$ cat src/rtl/ram_loader_if.sv
// Byte-stream input and RAM write port of the loader, grouped for one-line hookup.
interface ram_loader_if;
  logic [7:0]  rx_data;
  logic        rx_valid;
  logic [13:0] ram_addr;
  logic [15:0] ram_in;
  logic        ram_load;

  modport master (
    input  rx_data, rx_valid,
    output ram_addr, ram_in, ram_load
  );

  modport slave (
    output rx_data, rx_valid,
    input  ram_addr, ram_in, ram_load
  );
endinterface

$ cat src/rtl/ram_loader.sv
// Frames a UART byte stream into 16-bit words, loads them into SPRAM from address 0,
// holds the CPU in reset meanwhile and verifies a trailing 16-bit checksum.
module ram_loader #(
  parameter logic [7:0]  SYNC_BYTE      = 8'hA5,
  parameter int unsigned TIMEOUT_CYCLES = 1200000,
  parameter int unsigned MAX_WORDS      = 16384
) (
  input  logic         clk,
  input  logic         reset,
  ram_loader_if.master bus,
  output logic         cpu_reset,
  output logic         done,
  output logic         error
);
  localparam int unsigned TW   = (TIMEOUT_CYCLES > 2) ? $clog2(TIMEOUT_CYCLES) : 1;
  localparam logic [TW-1:0] TMAX = TW'(TIMEOUT_CYCLES - 1);
  localparam logic [16:0]   MAXW = 17'(MAX_WORDS);

  typedef enum logic [3:0] {
    IDLE, LEN_HI, LEN_LO, DATA_HI, DATA_LO, WRITE, SUM_HI, SUM_LO, CHECK
  } state_t;

  state_t        state, state_next;
  logic [15:0]   len, cnt, acc, sum_exp;
  logic [7:0]    hi_byte;
  logic [7:0]    hold_data;
  logic          hold_valid;
  logic [TW-1:0] tcnt;

  logic          byte_avail, counting, consume, abort;
  logic [7:0]    byte_in;
  logic [15:0]   len_word;

  // A byte parked during WRITE (or while a parked byte is consumed) is served first.
  always_comb begin
    byte_avail = hold_valid | bus.rx_valid;
    byte_in    = hold_valid ? hold_data : bus.rx_data;
    len_word   = {len[15:8], byte_in};
    counting   = !(state inside {IDLE, WRITE, CHECK});
    consume    = counting && byte_avail;
    abort      = 1'b0;
    state_next = state;
    case (state)
      IDLE:    if (bus.rx_valid && bus.rx_data == SYNC_BYTE) state_next = LEN_HI;
      LEN_HI:  if (byte_avail) state_next = LEN_LO;
      LEN_LO: begin
        if (byte_avail) begin
          if ({1'b0, len_word} > MAXW) begin
            state_next = IDLE;
            abort      = 1'b1;
          end else if (len_word == '0) begin
            state_next = SUM_HI;
          end else begin
            state_next = DATA_HI;
          end
        end
      end
      DATA_HI: if (byte_avail) state_next = DATA_LO;
      DATA_LO: if (byte_avail) state_next = WRITE;
      WRITE:   state_next = (cnt + 16'd1 == len) ? SUM_HI : DATA_HI;
      SUM_HI:  if (byte_avail) state_next = SUM_LO;
      SUM_LO:  if (byte_avail) state_next = CHECK;
      CHECK:   state_next = IDLE;
      default: state_next = IDLE;
    endcase
    if (counting && !byte_avail && tcnt == TMAX) begin
      state_next = IDLE;
      abort      = 1'b1;
    end
  end

  always_ff @(posedge clk) begin
    if (reset) begin
      state        <= IDLE;
      bus.ram_addr <= '0;
      bus.ram_in   <= '0;
      bus.ram_load <= 1'b0;
      cpu_reset    <= 1'b0;
      done         <= 1'b0;
      error        <= 1'b0;
      len          <= '0;
      cnt          <= '0;
      acc          <= '0;
      sum_exp      <= '0;
      hi_byte      <= '0;
      hold_data    <= '0;
      hold_valid   <= 1'b0;
      tcnt         <= '0;
    end else begin
      state        <= state_next;
      bus.ram_load <= (state_next == WRITE);

      if (bus.rx_valid)  tcnt <= '0;
      else if (counting) tcnt <= tcnt + TW'(1);

      if (state_next == IDLE) begin
        hold_valid <= 1'b0;
      end else if (bus.rx_valid && (state == WRITE || (consume && hold_valid))) begin
        hold_valid <= 1'b1;
        hold_data  <= bus.rx_data;
      end else if (consume && hold_valid) begin
        hold_valid <= 1'b0;
      end

      case (state)
        IDLE: begin
          if (state_next == LEN_HI) begin
            done         <= 1'b0;
            error        <= 1'b0;
            bus.ram_addr <= '0;
            acc          <= '0;
            cnt          <= '0;
            cpu_reset    <= 1'b1;
          end
        end
        LEN_HI:  if (consume) len[15:8] <= byte_in;
        LEN_LO:  if (consume) len[7:0]  <= byte_in;
        DATA_HI: if (consume) hi_byte   <= byte_in;
        DATA_LO: begin
          if (consume) begin
            bus.ram_in <= {hi_byte, byte_in};
            acc        <= acc + {hi_byte, byte_in};
          end
        end
        WRITE: begin
          bus.ram_addr <= bus.ram_addr + 14'd1;
          cnt          <= cnt + 16'd1;
        end
        SUM_HI:  if (consume) sum_exp[15:8] <= byte_in;
        SUM_LO:  if (consume) sum_exp[7:0]  <= byte_in;
        CHECK: begin
          cpu_reset <= 1'b0;
          if (acc == sum_exp) done  <= 1'b1;
          else                error <= 1'b1;
        end
        default: ;
      endcase

      if (abort) begin
        error     <= 1'b1;
        cpu_reset <= 1'b0;
      end
    end
  end
endmodule

$ cat src/flat_wrapper.sv
// flat-port wrapper written by rule: the top's interface ports become plain ports
module ram_loader_flat 
#(
  parameter logic [7:0]  SYNC_BYTE      = 8'hA5,
  parameter int unsigned TIMEOUT_CYCLES = 1200000,
  parameter int unsigned MAX_WORDS      = 16384
)
  (clk, reset, cpu_reset, done, error, bus_rx_data, bus_rx_valid, bus_ram_addr, bus_ram_in, bus_ram_load);
  ram_loader_if bus_i ();
  input  logic clk;
  input  logic reset;
  output logic cpu_reset;
  output logic done;
  output logic error;
  input wire logic [$bits(bus_i.rx_data)-1:0] bus_rx_data;
  input wire logic [$bits(bus_i.rx_valid)-1:0] bus_rx_valid;
  output wire logic [$bits(bus_i.ram_addr)-1:0] bus_ram_addr;
  output wire logic [$bits(bus_i.ram_in)-1:0] bus_ram_in;
  output wire logic [$bits(bus_i.ram_load)-1:0] bus_ram_load;
  assign bus_i.rx_data = bus_rx_data;
  assign bus_i.rx_valid = bus_rx_valid;
  assign bus_ram_addr = bus_i.ram_addr;
  assign bus_ram_in = bus_i.ram_in;
  assign bus_ram_load = bus_i.ram_load;
  ram_loader #(.SYNC_BYTE(SYNC_BYTE), .TIMEOUT_CYCLES(TIMEOUT_CYCLES), .MAX_WORDS(MAX_WORDS)) u_core (.clk(clk), .reset(reset), .bus(bus_i), .cpu_reset(cpu_reset), .done(done), .error(error));
endmodule
$ cat config.mk
export PLATFORM = sky130hd
export DESIGN_NAME = ram_loader_flat
export DESIGN_NICKNAME = d
export VERILOG_FILES = /design/src/rtl/ram_loader_if.sv /design/src/rtl/ram_loader.sv /design/src/flat_wrapper.sv
export SDC_FILE = /design/constraint.sdc
export NUM_CORES = 1
export LEC_CHECK = 0
export BUFFER_PORTS_ARGS = -buffer_cell sky130_fd_sc_hd__buf_2
export CAP_MARGIN = 20
export CORE_AREA = 2 2 100 140
export CTS_CLUSTER_SIZE = 28
export DETAILED_ROUTE_END_ITERATION = 16
export DIE_AREA = 0 0 102 142
export PLACE_DENSITY = 0.73
export SYNTH_ARGS = -nofsm -noshare
export SYNTH_HDL_FRONTEND = slang
export SYNTH_SLANG_ARGS = --single-unit
$ cat constraint.sdc
create_clock -name clk -period 4.77 [get_ports clk]
set_input_delay 0.954 -clock clk [delete_from_list [all_inputs] [get_ports clk]]
set_output_delay 0.954 -clock clk [all_outputs]
set_load 0.02 [all_outputs]
### Yosys cells after proc, flatten, opt, wreduce, memory -nomap -nowiden

Index checks and enable logic that the tools add are counted.

| word-level totals | value |
|---|---|
| register bits | 140 |
| latch bits | 0 |
| memory bits (writable) | 0 |
| bits in read-only memories | 0 |
| input port bits | 11 |
| output and inout port bits | 34 |
| logic and storage cells | 109 |
| memories kept | 0 |

| cells by class | value |
|---|---|
| add/subtract/negate cells | 4 |
| $mul | 0 |
| div/mod/pow operators | 0 |
| order comparisons | 1 |
| equal/unequal tests | 19 |
| shift operators | 0 |
| muxes and demuxes | 33 |
| bitwise operators | 2 |
| reduce and logical (&&, ||, !) cells | 33 |

Operators by type and width:

| kind | number |
|---|---|
| $pmux 16 s2 | 2 |
| $mux 4 | 9 |
| $eq 16x16->1 | 2 |
| $mux 16 | 2 |
| $pmux 4 s8 | 1 |
| $pmux 14 s2 | 1 |
| $add 21x1->21 const B | 1 |
| $eq 21x21->1 const B | 1 |
| $eq 4x3->1 const B | 5 |
| $reduce_and 2->1 | 9 |
| $add 16x1->16 const B | 1 |
| $add 16x16->16 | 1 |
| $gt 16x15->1 const B | 1 |
| $logic_not 16->1 | 1 |
| $add 14x1->14 const B | 1 |
| $mux 14 | 1 |
| $mux 1 | 11 |
| $reduce_and 3->1 | 3 |
| $eq 4x1->1 const B | 2 |
| $eq 4x2->1 const B | 2 |
| $eq 8x8->1 const B | 1 |
| $logic_not 4->1 | 2 |
| $mux 8 | 1 |
| $reduce_bool 2->1 | 4 |
| 13 further kinds | 27 |

### Longest topological paths before layout

Gate-level depths: netlist of the first run.

| depth | value |
|---|---|
| word-level depth | 11 |
| mapped depth | 14 |
| depth with buffers taken out | 12 |

### Least setup slack after synthesis of the first run

No wires, ideal clock.

| timing | value |
|---|---|
| path type | input to register |
| from | in bus_rx_data[0] |
| to | reg u_core.acc[14] |
| arrival | 3614 ps |
| required time | 4648 ps |
| setup slack | 1034 ps |
| stages on the path | 12 |
| buffers on the path | 0 |
| path through | mux2i_1 -> inv_1 -> ha_1 -> fa_1 -> a21o_1 -> a21o_1 -> a2111oi_2 -> o31ai_1 -> a31o_1 -> a311oi_1 -> or4_1 -> nand3_1 |

| on the way | value |
|---|---|
| longest elaborated chain between the ends | 10 |
| elaborated cells between the ends (all ways) | 17 |
| classes of those cells | 1 x add/sub; 1 x order compare; 3 x eq/ne; 9 x mux; 3 x reduce/logical |

RTL lines:

| element | RTL line | text |
|---|---|---|
| from (decl) | flat_wrapper.sv:15 | `input wire logic [$bits(bus_i.rx_data)-1:0] bus_rx_data;` |
| $mux 8 (*) | ram_loader.sv:37 | `byte_in = hold_valid ? hold_data : bus.rx_data;` |
| named net u_core.byte_in[0] | ram_loader.sv:31 | `logic [7:0] byte_in;` |
| branches (longest 9 deep; another with $gt 16x15->1) | n/a |  |
| to (signal assigned) | ram_loader.sv:122 | `acc <= acc + {hi_byte, byte_in};` |
| to (decl) | ram_loader.sv:24 | `logic [15:0] len, cnt, acc, sum_exp;` |

Mark *: on every way through the listed nets, which the timed path passes. The select of a mux whose other input is x is not followed.
A chain may end at the register's enable or synchronous reset.

### Worst setup path in the final report of the first run

| timing | value |
|---|---|
| from | reg u_core.hold_valid |
| to | reg u_core.acc[14] |

| on the way | value |
|---|---|
| longest elaborated chain between the ends | 10 |
| elaborated cells between the ends (all ways) | 25 |
| classes of those cells | 1 x add/sub; 1 x order compare; 3 x eq/ne; 13 x mux; 1 x bitwise; 6 x reduce/logical |

RTL lines:

| element | RTL line | text |
|---|---|---|
| from (decl) | ram_loader.sv:27 | `logic hold_valid;` |
| from (signal assigned) | ram_loader.sv:87 | `hold_valid <= 1'b0;` |
| from (signal assigned) | ram_loader.sv:97 | `hold_valid <= 1'b0;` |
| from (signal assigned) | ram_loader.sv:99 | `hold_valid <= 1'b1;` |
| $mux 8 (*) | ram_loader.sv:37 |  |
| named net u_core.byte_in[0] | ram_loader.sv:31 |  |
| branches (longest 9 deep; another with $gt 16x15->1) | n/a |  |

Marks and branches as above.

==> summary.md, run 1 <==
| Metric | Value |
|---|---|
| Hold WS | between 0.4 and 0.5 ns |
| Status | finished clean |
| Main synth FF type | dfxtp_1 |
| CTS Buffer Depth | 2 |
| Worst-Skew Late Latency | around 0.42 ns |
| Leak | about 3.2 nW |
| Worst-Margin Slew | 1.037 ns |
| Routability-driven placement congestion ratio | 0.8604 |
| Die ar. | 14480 um^2 |
| Reg2reg setup slack | 0.96 ns |
| Post-CTS Hold Buffers | 0 |
| Sequential area share after synthesis | around 40% |
| Chip height | 142 um |
| Max Slew Vio Count | 0 |
| Dpl ws | 0.7983 ns |
| RSZ-0062 raised after global routing | false |
| Syn Area/Cell | between 8 and 9 um^2 |
| I/O Buffers | between 40 and 50 |
| Vias per cell | 5.710 |
| R2r startpoint | u_core.hold_valid |
| Routed wire per std cell | 15.54 um |
| CP endpoint kind | flop |
| Yosys cell types | 65 |
| Area delta synth->final | 13.85% |
| Top cells by area, synth | dfxtp_1, nor2_1, xnor2_1 |
| Worst Setup EP | u_core.acc[14] |
| Clk sink count | 140 |
| Critical Path Start Type | flop |
| Grt ovf | 0 |
| First-pass GRT wire length | 28.45 mm |
| Placed cell area | 7498 um^2 |
| # diodes | 0 |
| R2R depth | 13 |
| Share of cells above drive strength 1 | roughly 13% |
| Final worst path period share | 79.83% |
| Die X | 102 um |
| Vias in the first global route | about 5900 |
| Ys Warns | 0 |
| DR iter-0 viols | 358 |
| Hold path depth | 2 |
| Crit path DAT | 4.11 ns |
| Final setup violation count | 0 |
| Area of the mapped netlist | a little over 7000 um^2 |
| Final Skew | 0.006544 ns |
| Worst-path fanout max | 17 |
| Clk pin slew, worst setup/hold paths | 0.06 ns |
| Core area | 13260 um^2 |
| H-Tree Depth | 4 |
| Worst path required time | 5.07 ns |
| Gate Count Post-Synth | a little under 900 |
| Drt drc | 0 |
| Top Ports | 45 |
| Resize count post-CTS | 0 |
| Non-filler cells, final | between 1000 and 1500 |
| CTS tree | yes |
| Synth top cells by count | nor2_1, dfxtp_1, a21oi_1 |
| HPWL after DPL | 11.62 mm |
| Syn nets | between 800 and 900 |
| Leading area contributor after synthesis | dfxtp_1 |
| Tot Pwr | 2.589 mW |
| Final Hold Fails | 0 |
| Layout fillers | 1208 |
| Final setup TNS | 0 ns |
| EDFF count, synth | 0 |
| Utilization after layout | 61.18% |
| Fin nets | about 930 |
| Max-capacitance violation count | 0 |
| Cell area after layout | 8114 um^2 |
| DRT Pass-1 Iters | 5 |
| GR Util All Layers | 24.75% |
| Number of buffers created by CTS | 17 |
| Cell Pwr Density | around 320 nW/um^2 |
| Top-area cell type share of the netlist area | 39.33% |
| Remaining antenna violation count after routing | 0 |
| Critical path startpoint | u_core.hold_valid |
| Most common cell in the netlist | nor2_1 |
| Initial Util | 53.74% |
| Setup slack after layout | 0.9621 ns |
| Total setup buffers inserted after CTS | 0 |
| Initial antenna violation count | 0 |
| Via count | 6247 |
| Ys async rst share | 0% |
| Routed wire length | around 17 mm |
| Worst hold path class | flop to flop |
| Max Clk Rate | 262.6 MHz |
| Register bit total from synthesis | 140 |
| Pin count of the biggest net entering global routing | 86 |
| Placed instance count | 1061 |
| VDD IR max | 0.2026 mV |
| CTS root buffer | clkbuf_16 |
| Min Tclk post-route | between 3 and 4 ns |
| R2R Path End | u_core.acc[14] |
| Worst slew margin | a little under a third |
| Crit path kind | flop to flop |
| Rows | 50 |
report_power, final:
group          internal [mW]  switching [mW]  leakage (nW)  total, mW
Clock                  0.839           0.514         0.286       1.35
Sequential              1.17        0.000237          1.13       1.17
Combinational         0.0187          0.0467          1.75     0.0654
Total                   2.03           0.561          3.16       2.59
final cells by class:
| type | instances | area [um^2] | area share (%) |
|---|---|---|---|
| Inverter | 13 | 48.80 | 0.6014 |
| Clock buffer | 19 | 442.9 | 5.459 |
| Timing Repair Buffer | 61 | 350.3 | 4.318 |
| Sequential cell | 140 | 2803 | 34.54 |
| Tap cell | 182 | 227.7 | 2.806 |
| Multi-Input combinational cell | 666 | 4076 | 50.24 |
| Clock inverter | 13 | 165.2 | 2.035 |
layer usage:
layer,up-vias,track usage [%],wire length [um]
li1,3148,-,-
met1,2946,29.85,7383
met2,114,42.90,8658
met3,39,3.684,438
met4,0,11.23,517
met5,-,0,0
worst min path at each step:
stage | endpoint | slack, ns | startpoint
floorplan | u_core.bus.ram_in[10] | 0.45 | u_core.hi_byte[2]
global placement | u_core.bus.ram_in[11] | 0.44 | u_core.bus.ram_in[11]
detailed placement | u_core.bus.ram_in[14] | 0.45 | u_core.bus.ram_in[14]
CTS | u_core.bus.ram_in[14] | 0.46 | u_core.bus.ram_in[14]
global route | u_core.bus.ram_in[14] | 0.48 | u_core.bus.ram_in[14]
finish | u_core.bus.ram_in[14] | 0.46 | u_core.bus.ram_in[14]
cell usage in the layout, fill, tap and decap left out, types with 3 or more instances in the layout:
cell        count
o21ai_1         4
inv_6           3
or2_2           4
a211oi_1       47
and3_1         19
a311oi_1        3
and2_1          6
nand3_1        18
or2_1           3
a21oi_1        53
a31oi_1         3
o21ai_0        33
ha_1           18
o211ai_1        3
nor4_1         10
inv_1          11
nand2b_1        3
nor3_1         18
nand2_1        52
nor4_2          3
buf_4          18
nand4b_1        4
or3_1           8
nor2b_1         6
clkbuf_16      17
o31ai_1         4
o21a_1          3
nor2_1        175
mux2i_1        17
a21o_1          9
clkinvlp_4      4
bufinv_16       3
nor3b_1         5
dfxtp_1       140
xnor2_1        42
buf_2          43
a22oi_1        22
nand4_1        12
xor2_1         23
logic make-up (layout without fill, tap and decap cells):
group           after synthesis  count (layout)  synth area share [%]
compound gates              204             204                 18.96
xor+xnor                     65              65                 7.988
fa+ha+maj                    19              19                 3.441
buf+inv                      60             106                 3.511
flops                       140             140                 39.33
mux                          20              20                 2.967
simple gates                358             358                 23.81
worst max-delay path, cell delays in order, from the launching register on:
cell and delay, ns:
dfxtp_1 0.76, mux2i_1 0.26, buf_4 0.17, inv_1 0.05, ha_1 0.23, fa_1 0.40, a21o_1 0.17, a21o_1 0.21
a2111oi_2 0.46, o31ai_1 0.19, a31o_1 0.27, a311oi_1 0.31, or4_1 0.15, nand3_1 0.07
flip-flops by register name (all words and copies together), names as in the netlist:
signal and count:
u_core.bus.ram_in 16, u_core.cnt 16, u_core.acc 16, u_core.state 4, u_core.cpu_reset 1, u_core.hold_valid 1
u_core.error 1, u_core.hold_data 8, u_core.bus.ram_addr 14, u_core.hi_byte 8, u_core.len 16, u_core.bus.ram_load 1
u_core.done 1, u_core.sum_exp 16, u_core.tcnt 21
No activity file was read; power rests on OpenSTA's default activity.
==> run 2: changes to the inputs <==
==> constraint.sdc (replaced) <==
create_clock -name clk -period 3.9 [get_ports clk]
set_input_delay 0.78 -clock clk [delete_from_list [all_inputs] [get_ports clk]]
set_output_delay 0.78 -clock clk [all_outputs]
set_load 0.02 [all_outputs]
==> summary.md, run 2 (synthesis gave the netlist of run 1 again) <==
| Metric | Value |
|---|---|
| Max Slew Vio Count | 0 |
| Number of buffers created by CTS | 17 |
| Tot Pwr | slightly above 3 mW |
| Share of cells above drive strength 1 | 12.91% |
| GR Util All Layers | roughly 24% |
| Slowest cell delay on critical path | 0.54 ns |
| VDD IR max | 0.2097 mV |
| Biggest register | u_core.tcnt |
| I/O Buffers | 44 |
| Cell Pwr Density | ~370 nW/um^2 |
| Core area | between 10000 and 15000 um^2 |
| Crit path buf inv count | 1 |
| Via count | 6186 |
| Remaining antenna violation count after routing | 0 |
| CTS Buffer Depth | 2 |
| Critical-path cell list | mux2i_1 -> inv_1 -> ha_1 -> fa_1 -> a21o_1 -> a21o_1 -> a2111oi_2 -> o31ai_1 -> a31o_1 -> a311oi_1 -> or4_1 -> nand3_1 |
| CP delay by family, top | compound AO/OA/AOI/OAI gates |
| CTS tree | yes |
| Hold WS | 0.4552 ns |
| Routability-driven placement congestion ratio | 0.9268 |
| Most common cell after layout, fill and taps aside | nor2_1 |
| CP endpoint kind | flop |
| Clk sink count | 140 |
| Final Hold Fails | 0 |
| Crit path kind | flop to flop |
| Routed wire length | 17.21 mm |
| Leak | 3.155 nW |
| First-pass GRT wire length | 27.92 mm |
| Commonest cells after routing, fill and taps aside | nor2_1, dfxtp_1, a21oi_1 |
| Drt drc | 0 |
| Layout fillers | 1204 |
| Max reg flops | 21 |
| Area delta synth->final | 13.43% |
| Critical Path Start Type | flop |
| Die ar. | roughly 14000 um^2 |
| Slowest cell on crit path | dfxtp_1 |
| Final worst path period share | 89.64% |
| RSZ-0062 raised after global routing | false |
| Vias per cell | 5.644 |
| Rows | 50 |
| Routed wire per std cell | roughly 16 um |
| Crit path DAT | 3.80 ns |
| Status | finished clean |
| Total setup buffers inserted after CTS | 0 |
| Worst-Margin Slew | 0.8638 ns |
| Min Tclk post-route | 3.496 ns |
| Final Skew | between 0.01 and 0.015 ns |
| Worst-path fanout max | 8 |
| Die X | 102 um |
| Worst slew margin | a little over two fifths |
| Vias in the first global route | 5724 |
| Grt ovf | 0 |
| Fin nets | 931 |
| Max-capacitance violation count | 0 |
| Utilization after layout | between 60% and 70% |
| Top Ports | 45 |
| DRT Pass-1 Iters | 4 |
| Chip height | 142 um |
| Post-CTS Hold Buffers | 0 |
| DR iter-0 viols | 321 |
| Initial Util | 53.74% |
| H-Tree Depth | 4 |
| Worst-Skew Late Latency | 0.43 ns |
| Cell mode on critical path | a21o_1 |
| Worst hold path class | flop to flop |
| Max Clk Rate | 286.0 MHz |
| Final setup violation count | 0 |
| Worst path required time | about 4.2 ns |
| Initial antenna violation count | 1 |
| # diodes | 0 |
| Clk pin slew, worst setup/hold paths | approximately 0.060 ns |
| Resize count post-CTS | 0 |
| Final setup TNS | 0 ns |
| Pin count of the biggest net entering global routing | 82 |
| HPWL after DPL | 12.05 mm |
| CTS root buffer | clkbuf_16 |
==> run 2: final timing paths <==
kind	start	to	slack, ns	depth (start not counted)
min reg2reg	u_core.bus.ram_in[12]	u_core.bus.ram_in[12]	0.46	2
max reg2reg	u_core.hold_valid	u_core.acc[14]	0.40	12
min	u_core.bus.ram_in[12]	u_core.bus.ram_in[12]	0.46	2
max	u_core.hold_valid	u_core.acc[14]	0.40	12
==> run 2: power breakdown <==
| part | internal [mW] | switching (mW) | total (mW) |
|---|---|---|---|
| clock network | 0.836 | 0.683 | 1.52 |
| registers | 1.43 | 0.000279 | 1.43 |
| logic | 0.0229 | 0.0589 | 0.0818 |
==> run 2: worst register-to-register path: cells and delay by family (launching register included) <==
family                   cells  cell delay (ns)
AO/OA/AOI/OAI                6             1.63
adder cells (fa/ha/maj)      2             0.65
flip-flops                   1             0.54
multiplexers                 1             0.27
AND/OR/NAND/NOR              2             0.23
buffers and inverters        1             0.07
==> run 2: metal layers <==
layer | track usage (%) | vias to the layer above | wire length (um)
met2 | 42.76 | 118 | 8862
met4 | 8.140 | 2 | 390
met3 | 4.371 | 29 | 567
met1 | 29.77 | 2895 | 7371
li1 | - | 3142 | -
met5 | 0 | - | 13
==> run 2: final cells by class <==
| class | count | area (um^2) | share of cell area [%] |
|---|---|---|---|
| flip-flops and latches | 140 | 2803 | 34.67 |
| clock buffers | 17 | 425.4 | 5.262 |
| repair buffers | 63 | 371.6 | 4.597 |
| multi-input cells | 666 | 4076 | 50.43 |
| clock inverters | 15 | 131.4 | 1.625 |
| well taps | 182 | 227.7 | 2.817 |
| inverters | 13 | 48.80 | 0.6036 |
==> run 2: metrics by stage <==
stage / area [um^2] / instances / setup slack, ns
global placement: 7513 / 1063 / 0.2045
global route: 8084 / 1096 / 0.1067
detailed placement: 7513 / 1063 / 0.1483
floorplan: 7127 / 866 / 0.3376
finish: 8084 / 1096 / 0.4040
CTS: 8070 / 1095 / 0.3841
